File: src/rtl/mmio_pkg.sv
// mmio_router shared types and default address map.
// Imported by the router and its decode helper.
package mmio_pkg;

  localparam int DEF_AW      = 16;
  localparam int DEF_DW      = 16;
  localparam int DEF_N_IO    = 5;
  localparam int DEF_TIMEOUT = 255;

  localparam logic [15:0] DEF_HOLE_END = 16'h1000;
  localparam logic [15:0] DEF_WIN_BASE = 16'h1000;
  localparam logic [15:0] DEF_WIN_END  = 16'h4C00;
  localparam logic [15:0] DEF_ERR_DATA = 16'hDEAD;

  typedef enum logic [1:0] {
    IDLE,
    IO_RESP,
    MEM_CMD,
    MEM_WAIT
  } state_t;

  typedef enum logic [1:0] {
    RG_IO,
    RG_HOLE,
    RG_WIN,
    RG_MEM
  } region_t;

  function automatic int slot_w(input int n);
    return (n > 1) ? $clog2(n) : 1;
  endfunction

endpackage

File: src/rtl/mmio_decode.sv
// mmio_decode: combinational region and slot decode.
// Shared by the router and the debug bus.
module mmio_decode
  import mmio_pkg::*;
#(
  parameter int              AW       = DEF_AW,
  parameter int              N_IO     = DEF_N_IO,
  parameter logic [AW-1:0]   HOLE_END = DEF_HOLE_END,
  parameter logic [AW-1:0]   WIN_BASE = DEF_WIN_BASE,
  parameter logic [AW-1:0]   WIN_END  = DEF_WIN_END,
  parameter int              SW       = slot_w(N_IO)
) (
  input  logic [AW-1:0] addr,
  input  logic          instr,
  output region_t       region,
  output logic [SW-1:0] slot
);

  // Ordered checks: fetches first, then slots, hole, window, memory.
  always_comb begin
    region = RG_MEM;
    slot   = addr[SW-1:0];
    if (instr) begin
      region = RG_MEM;
    end else if (addr < AW'(N_IO)) begin
      region = RG_IO;
    end else if (addr < HOLE_END) begin
      region = RG_HOLE;
    end else if (addr >= WIN_BASE && addr < WIN_END) begin
      region = RG_WIN;
    end
  end

endmodule

File: src/rtl/mmio_router.sv
// mmio_router: registered MMIO router with handshake FSM,
// slot strobes, frame-buffer window and bus timeout capture.
module mmio_router
  import mmio_pkg::*;
#(
  parameter int            AW       = DEF_AW,
  parameter int            DW       = DEF_DW,
  parameter int            N_IO     = DEF_N_IO,
  parameter logic [AW-1:0] HOLE_END = DEF_HOLE_END,
  parameter logic [AW-1:0] WIN_BASE = DEF_WIN_BASE,
  parameter logic [AW-1:0] WIN_END  = DEF_WIN_END,
  parameter int            TIMEOUT  = DEF_TIMEOUT,
  parameter logic [DW-1:0] ERR_DATA = DEF_ERR_DATA
) (
  input  logic               cpu_clk,
  input  logic               rst_in,
  input  logic [AW-1:0]      cpu_addr,
  input  logic [DW-1:0]      cpu_wdata,
  input  logic               cpu_rd,
  input  logic               cpu_wr,
  input  logic               cpu_instr,
  output logic [DW-1:0]      cpu_rdata,
  output logic               cpu_busy,
  output logic               cpu_ready,
  output logic               cpu_cack,
  output logic [N_IO-1:0]    io_wr,
  output logic [N_IO-1:0]    io_rd_done,
  output logic [DW-1:0]      io_wdata,
  input  logic [N_IO*DW-1:0] io_rdata,
  output logic               win_wr,
  output logic [AW-1:0]      win_addr,
  output logic [AW-1:0]      mem_addr,
  output logic               mem_instr,
  output logic               mem_rd,
  output logic               mem_wr,
  input  logic               mem_busy,
  input  logic               mem_cack,
  input  logic               mem_ready,
  input  logic [DW-1:0]      mem_rdata,
  output logic               err_irq,
  output logic [AW-1:0]      err_addr
);

  localparam int         SW     = slot_w(N_IO);
  localparam logic [7:0] TO_LIM = 8'(TIMEOUT);

  state_t          state_q, state_d;
  region_t         region_q, region_d;
  region_t         dec_region;
  logic [SW-1:0]   dec_slot;
  logic [SW-1:0]   slot_q, slot_d;
  logic [AW-1:0]   addr_q, addr_d;
  logic [DW-1:0]   wdata_q, wdata_d;
  logic            wr_q, wr_d;
  logic            instr_q, instr_d;
  logic [7:0]      cnt_q, cnt_d, cnt_inc;
  logic [DW-1:0]   rdata_q, rdata_d;
  logic            ready_q, ready_d;
  logic            busy_q, busy_d;
  logic            cack_q, cack_d;
  logic [N_IO-1:0] io_wr_q, io_wr_d;
  logic [N_IO-1:0] rd_done_q, rd_done_d;
  logic            win_wr_q, win_wr_d;
  logic [AW-1:0]   win_addr_q, win_addr_d;
  logic            mem_rd_q, mem_rd_d;
  logic            mem_wr_q, mem_wr_d;
  logic            err_irq_q, err_irq_d;
  logic [AW-1:0]   err_addr_q, err_addr_d;
  logic            mem_done;

  // mem_busy is advisory; the handshake relies on mem_cack.
  logic unused_mem_busy;
  assign unused_mem_busy = mem_busy;

  mmio_decode #(
    .AW       (AW),
    .N_IO     (N_IO),
    .HOLE_END (HOLE_END),
    .WIN_BASE (WIN_BASE),
    .WIN_END  (WIN_END),
    .SW       (SW)
  ) u_decode (
    .addr   (cpu_addr),
    .instr  (cpu_instr),
    .region (dec_region),
    .slot   (dec_slot)
  );

  assign cnt_inc  = cnt_q + 8'd1;
  assign mem_done = mem_ready &&
                    (state_q == MEM_WAIT || mem_cack);

  // Next state plus next value of every registered output.
  always_comb begin
    state_d    = state_q;
    region_d   = region_q;
    slot_d     = slot_q;
    addr_d     = addr_q;
    wdata_d    = wdata_q;
    wr_d       = wr_q;
    instr_d    = instr_q;
    cnt_d      = cnt_q;
    rdata_d    = rdata_q;
    ready_d    = 1'b0;
    busy_d     = busy_q;
    cack_d     = cack_q;
    io_wr_d    = '0;
    rd_done_d  = '0;
    win_wr_d   = 1'b0;
    win_addr_d = win_addr_q;
    mem_rd_d   = mem_rd_q;
    mem_wr_d   = mem_wr_q;
    err_irq_d  = 1'b0;
    err_addr_d = err_addr_q;
    unique case (state_q)
      IDLE: begin
        // ready_q marks the cycle the CPU still holds its request.
        if ((cpu_rd || cpu_wr) && !ready_q) begin
          addr_d     = cpu_addr;
          wdata_d    = cpu_wdata;
          wr_d       = cpu_wr;
          instr_d    = cpu_instr;
          region_d   = dec_region;
          slot_d     = dec_slot;
          win_addr_d = cpu_addr - WIN_BASE;
          busy_d     = 1'b1;
          if (dec_region == RG_MEM) begin
            state_d  = MEM_CMD;
            mem_rd_d = !cpu_wr;
            mem_wr_d = cpu_wr;
            cack_d   = 1'b0;
            cnt_d    = '0;
          end else begin
            state_d  = IO_RESP;
          end
        end
      end
      IO_RESP: begin
        state_d = IDLE;
        ready_d = 1'b1;
        busy_d  = 1'b0;
        unique case (region_q)
          RG_IO: begin
            for (int k = 0; k < N_IO; k++) begin
              if (slot_q == SW'(k)) begin
                if (wr_q) begin
                  io_wr_d[k] = 1'b1;
                end else begin
                  rd_done_d[k] = 1'b1;
                  rdata_d      = io_rdata[k*DW +: DW];
                end
              end
            end
          end
          RG_WIN: begin
            if (wr_q) win_wr_d = 1'b1;
            else      rdata_d  = '0;
          end
          default: begin
            if (!wr_q) rdata_d = '0;
          end
        endcase
      end
      MEM_CMD, MEM_WAIT: begin
        cnt_d = cnt_inc;
        if (mem_done) begin
          state_d  = IDLE;
          mem_rd_d = 1'b0;
          mem_wr_d = 1'b0;
          cack_d   = 1'b1;
          ready_d  = 1'b1;
          busy_d   = 1'b0;
          if (!wr_q) rdata_d = mem_rdata;
        end else if (cnt_inc == TO_LIM) begin
          state_d    = IDLE;
          mem_rd_d   = 1'b0;
          mem_wr_d   = 1'b0;
          cack_d     = 1'b1;
          ready_d    = 1'b1;
          busy_d     = 1'b0;
          err_irq_d  = 1'b1;
          err_addr_d = addr_q;
          if (!wr_q) rdata_d = ERR_DATA;
        end else if (state_q == MEM_CMD && mem_cack) begin
          state_d  = MEM_WAIT;
          mem_rd_d = 1'b0;
          mem_wr_d = 1'b0;
          cack_d   = 1'b1;
        end
      end
      default: state_d = IDLE;
    endcase
  end

  // State and output registers; reset aborts any transaction.
  always_ff @(posedge cpu_clk or negedge rst_in) begin
    if (!rst_in) begin
      state_q    <= IDLE;
      region_q   <= RG_IO;
      slot_q     <= '0;
      addr_q     <= '0;
      wdata_q    <= '0;
      wr_q       <= 1'b0;
      instr_q    <= 1'b0;
      cnt_q      <= '0;
      rdata_q    <= '0;
      ready_q    <= 1'b0;
      busy_q     <= 1'b0;
      cack_q     <= 1'b1;
      io_wr_q    <= '0;
      rd_done_q  <= '0;
      win_wr_q   <= 1'b0;
      win_addr_q <= '0;
      mem_rd_q   <= 1'b0;
      mem_wr_q   <= 1'b0;
      err_irq_q  <= 1'b0;
      err_addr_q <= '0;
    end else begin
      state_q    <= state_d;
      region_q   <= region_d;
      slot_q     <= slot_d;
      addr_q     <= addr_d;
      wdata_q    <= wdata_d;
      wr_q       <= wr_d;
      instr_q    <= instr_d;
      cnt_q      <= cnt_d;
      rdata_q    <= rdata_d;
      ready_q    <= ready_d;
      busy_q     <= busy_d;
      cack_q     <= cack_d;
      io_wr_q    <= io_wr_d;
      rd_done_q  <= rd_done_d;
      win_wr_q   <= win_wr_d;
      win_addr_q <= win_addr_d;
      mem_rd_q   <= mem_rd_d;
      mem_wr_q   <= mem_wr_d;
      err_irq_q  <= err_irq_d;
      err_addr_q <= err_addr_d;
    end
  end

  assign cpu_rdata  = rdata_q;
  assign cpu_busy   = busy_q;
  assign cpu_ready  = ready_q;
  assign cpu_cack   = cack_q;
  assign io_wr      = io_wr_q;
  assign io_rd_done = rd_done_q;
  assign io_wdata   = wdata_q;
  assign win_wr     = win_wr_q;
  assign win_addr   = win_addr_q;
  assign mem_addr   = addr_q;
  assign mem_instr  = instr_q;
  assign mem_rd     = mem_rd_q;
  assign mem_wr     = mem_wr_q;
  assign err_irq    = err_irq_q;
  assign err_addr   = err_addr_q;

endmodule
File: config.mk
export PLATFORM = sky130hd
export DESIGN_NAME = mmio_router
export DESIGN_NICKNAME = d
export VERILOG_FILES = /design/src/rtl/mmio_pkg.sv /design/src/rtl/mmio_decode.sv /design/src/rtl/mmio_router.sv
export SDC_FILE = /design/constraint.sdc
export NUM_CORES = 1
export LEC_CHECK = 0
export ABC_AREA = 1
export ABC_CLOCK_PERIOD_IN_PS = 2400
export CAP_MARGIN = 20
export CORE_UTILIZATION = 43
export CTS_BUF_LIST = sky130_fd_sc_hd__clkbuf_4 sky130_fd_sc_hd__clkbuf_8 sky130_fd_sc_hd__clkbuf_16
export DETAILED_ROUTE_END_ITERATION = 8
export PLACE_DENSITY = 0.81
export SYNTH_ARGS = -nofsm -noshare
export SYNTH_HDL_FRONTEND = slang
export SYNTH_HIERARCHICAL = 1
export SYNTH_SLANG_ARGS = --single-unit
File: constraint.sdc
create_clock -name cpu_clk -period 2.4 [get_ports cpu_clk]
set_input_delay 0.48 -clock cpu_clk [delete_from_list [all_inputs] [get_ports cpu_clk]]
set_output_delay 0.48 -clock cpu_clk [all_outputs]
set_load 0.01 [all_outputs]
==> results.md <==
- Outcome: complete, no violations
- Fillers: about 1100
- First-pass GRT wire length: between 20000 and 30000 um
- Ant diodes: 0
- Area growth syn-to-layout: 50.4%
- Setup bufs post-CTS: 0
- Clk buf depth: 2
- WL met2: 8130 um
- Placed cell area: roughly 8100 um^2
- Tmin final: between 2000 and 2500 ps
- CTS tree: yes
- GRT Total Usage: a little over a quarter
- Met3 Wirelength: ~1800 um
- Pleak: roughly 4.1 nW
- CP max-delay cell: dfrtp_1
- CP max stage delay: between 400 and 500 ps
- Worst-path clk slew: approximately 70 ps
- CTS Buf Count: 9
- Multi-input gate area: between 2000 and 2500 um^2
- Area of the core: 12600 um^2
- Wire length on met1: approximately 7000 um
- Final core occ: ~66%
- Async SR Flop Fraction: between 90% and 100%
- Max-Cap Viols: 0
- Syn_area_per_cell: ~7.3 um^2
- Total power: slightly above 0.009 W
- Rows: just over 40
- Max-slew violations: 0
- RSZ-0062 raised after global routing: no
- Critical Path RT: 2640 ps
- Synth Register Bits: a little over 100
- DRC: 0
- Arrival time worst endpoint: approximately 2400 ps
- Mapped cell area: 5580 um^2
- CTS Sinks: approximately 100
- Post-cts sizing count: 0
- GPL Wtd Cong: ~0.93
- Unique masters post-synth: 33
- Most used cell, CP: nand2_1
- Hold Crit Class: in2async
- # H-tree levels: 3
- Crit path max fanout: 16
- Fmax: about 460 MHz
- # IOs: between 200 and 250
- Die height: between 100 and 150 um
- Worst Tran Pin Value: approximately 620 ps
- Ys flop type: dfrtp_1
- DR vias: roughly 5800
- Post-Synthesis Cells: ~770
- Pin count of the biggest net entering global routing: 49
- Vias in the first global route: between 5000 and 6000
- Initial antenna violation count: 0
- Kind of end point of the critical path: flip-flop
- Total die area: between 10000 and 15000 um^2
- Final Cell Area: between 8000 and 9000 um^2
- Final Skew: 8.01 ps
- Initial core utilization: 44.2%
- Syn_nets: around 900
- Root Driver: clkbuf_16
- Synth area leaders: dfrtp_1 45%, nand2_1 20%, o21ai_0 7.4%
- Final worst-path cycle share: approximately nine tenths
- Yosys warns: 6
- HPWL Detailed: 13200 um
- Kind of cell adding the most delay to the critical path: simple AND/OR/NAND/NOR gates
- Post-CTS Hold Fix Bufs: 0
- Pwr Density: between 1000 and 1500 nW/um^2
- Peak supply drop: 0.000584 V
- Crit path launch type: flip-flop
- Wire per inst: 14.9 um
- Setup violators final: 0
- Worst-skew pair later-pin latency: 350 ps
- Vias per inst: between 4 and 5
- WS Path Type: reg2reg
- Port bufs: 232
- DIE WIDTH: roughly 120 um
- Share of layout cells above drive strength 1: approximately 6.9%
- NumNets Final: approximately 1100
- 1st-pass router iterations: 5
- Rel. slew slack: between 50% and 60%
- Detailed Route WL: between 15000 and 20000 um
- Critical path buffers and inverters: 0
- Final ANT Viol Nets: 0
- Cell breakdown of the critical path: ha_1, xor2_1, nand2_1, nor2_2, nand3_2, nand2_2, nand4_4, nand2_1, nand2_1
- Post-route setup TNS: 0 ps
- Area leader, netlist: dfrtp_1
- GRT overflow: 0
- Sequential area share after synthesis: a little under half
- Number of DRC markers in iteration 0: 380
- Yosys top cell area share: 45.3%
- Post-synth EDFFs: 0
- Register area: ~2600 um^2
- Top sig layer: met4
- Final Hold Vio Count: 0
[final timing paths]
path,slack (ps),startpoint,cells past startpoint,endpoint
setup reg to reg,230,cnt_q[0]$_DFFE_PN0P_,9,cpu_rdata[2]$_DFFE_PN0P_
min in group cpu_clk,460,region_q[0]$_DFFE_PN0P_,1,win_wr$_DFF_PN0_
hold / removal,70,rst_in,1,cpu_rdata[5]$_DFFE_PN0P_
max in group asynchronous,1650,rst_in,2,io_rd_done[0]$_DFF_PN0_
hold reg to reg,460,region_q[0]$_DFFE_PN0P_,1,win_wr$_DFF_PN0_
setup / recovery,230,cnt_q[0]$_DFFE_PN0P_,9,cpu_rdata[2]$_DFFE_PN0P_
[registers in the layout, indices dropped and copies added, names as in the netlist, 3 cells and up]
signal,count
err_addr,16
slot_q,3
mem_addr,16
win_addr,4
io_rd_done,5
io_wr,5
io_wdata,16
cpu_rdata,16
cnt_q,8
[cells in the mapped netlist, types with 3 or more instances]
master and instances:
o22ai_1 5, o21ai_1 6, o2111ai_1 16, o21ai_0 83, nor2_2 7, inv_1 88
buf_2 10, clkbuf_1 22, dfrtp_1 101, buf_4 15, nor2_1 27, ha_1 3
nand4_1 17, nand3_1 36, nand2_2 5, nand2_1 298
[per-stage QoR]
step / hold slack (ps) / cells / worst slack [ps]
5_1_grt: 77.6 / 1164 / 0.0562
4_1_cts: 73.3 / 1163 / 154
3_5_place_dp: 450 / 1147 / 55.7
2_1_floorplan: 184 / 765 / 563
6_report: 66.2 / 1164 / 233
3_3_place_gp: 447 / 1147 / 156
[cell usage in the layout (no fill, tap or decap), types with 2 or more instances in the layout]
cell	count
buf_12	3
o22ai_1	5
nand4_1	17
clkdlybuf4s50_1	231
nand2_2	5
nor2_1	26
dfrtp_1	101
buf_4	27
clkinv_2	2
xnor2_1	2
nor2_4	3
xor2_1	2
a21oi_1	2
nor2_2	7
clkbuf_16	9
ha_1	3
nand2_1	298
o21ai_0	83
inv_1	88
o2111ai_1	16
clkinvlp_4	2
nor3_1	2
o21ai_1	6
inv_2	2
nand3_2	2
nand3_1	36
nand3b_1	2
[where the power goes]
part | switching [W] | internal [W]
registers | 0.000505 | 0.00232
clock network | 0.000666 | 0.000739
logic | 0.00271 | 0.00225
total | 0.00388 | 0.00531
[cell type report]
class	instances	share of cell area, %
Inverter	91	4.07
Timing Repair Buffer	261	30.7
Clock inverter	6	0.537
Clock buffer	10	2.85
Sequential cell	102	30.4
Tap cell	172	2.57
Multi-Input combinational cell	522	28.8
[cells by family after synthesis]
logic type | after synthesis | synth area share [%]
and+or+nand+nor | 399 | 30.0
xor gates and xnor gates | 4 | 0.628
DFF | 102 | 45.8
adders and majority gates | 3 | 0.673
AOI/OAI and AO/OA | 116 | 12.0
buffers and inverters | 141 | 11.0
[metal layers]
metal | global-route usage (%) | vias up
li1 | - | 2864
met1 | 33.8 | 2627
met2 | 42.5 | 262
met3 | 8.58 | 27
met4 | 8.89 | 0
met5 | 0 | -
(Power assumes the default switching activity.)
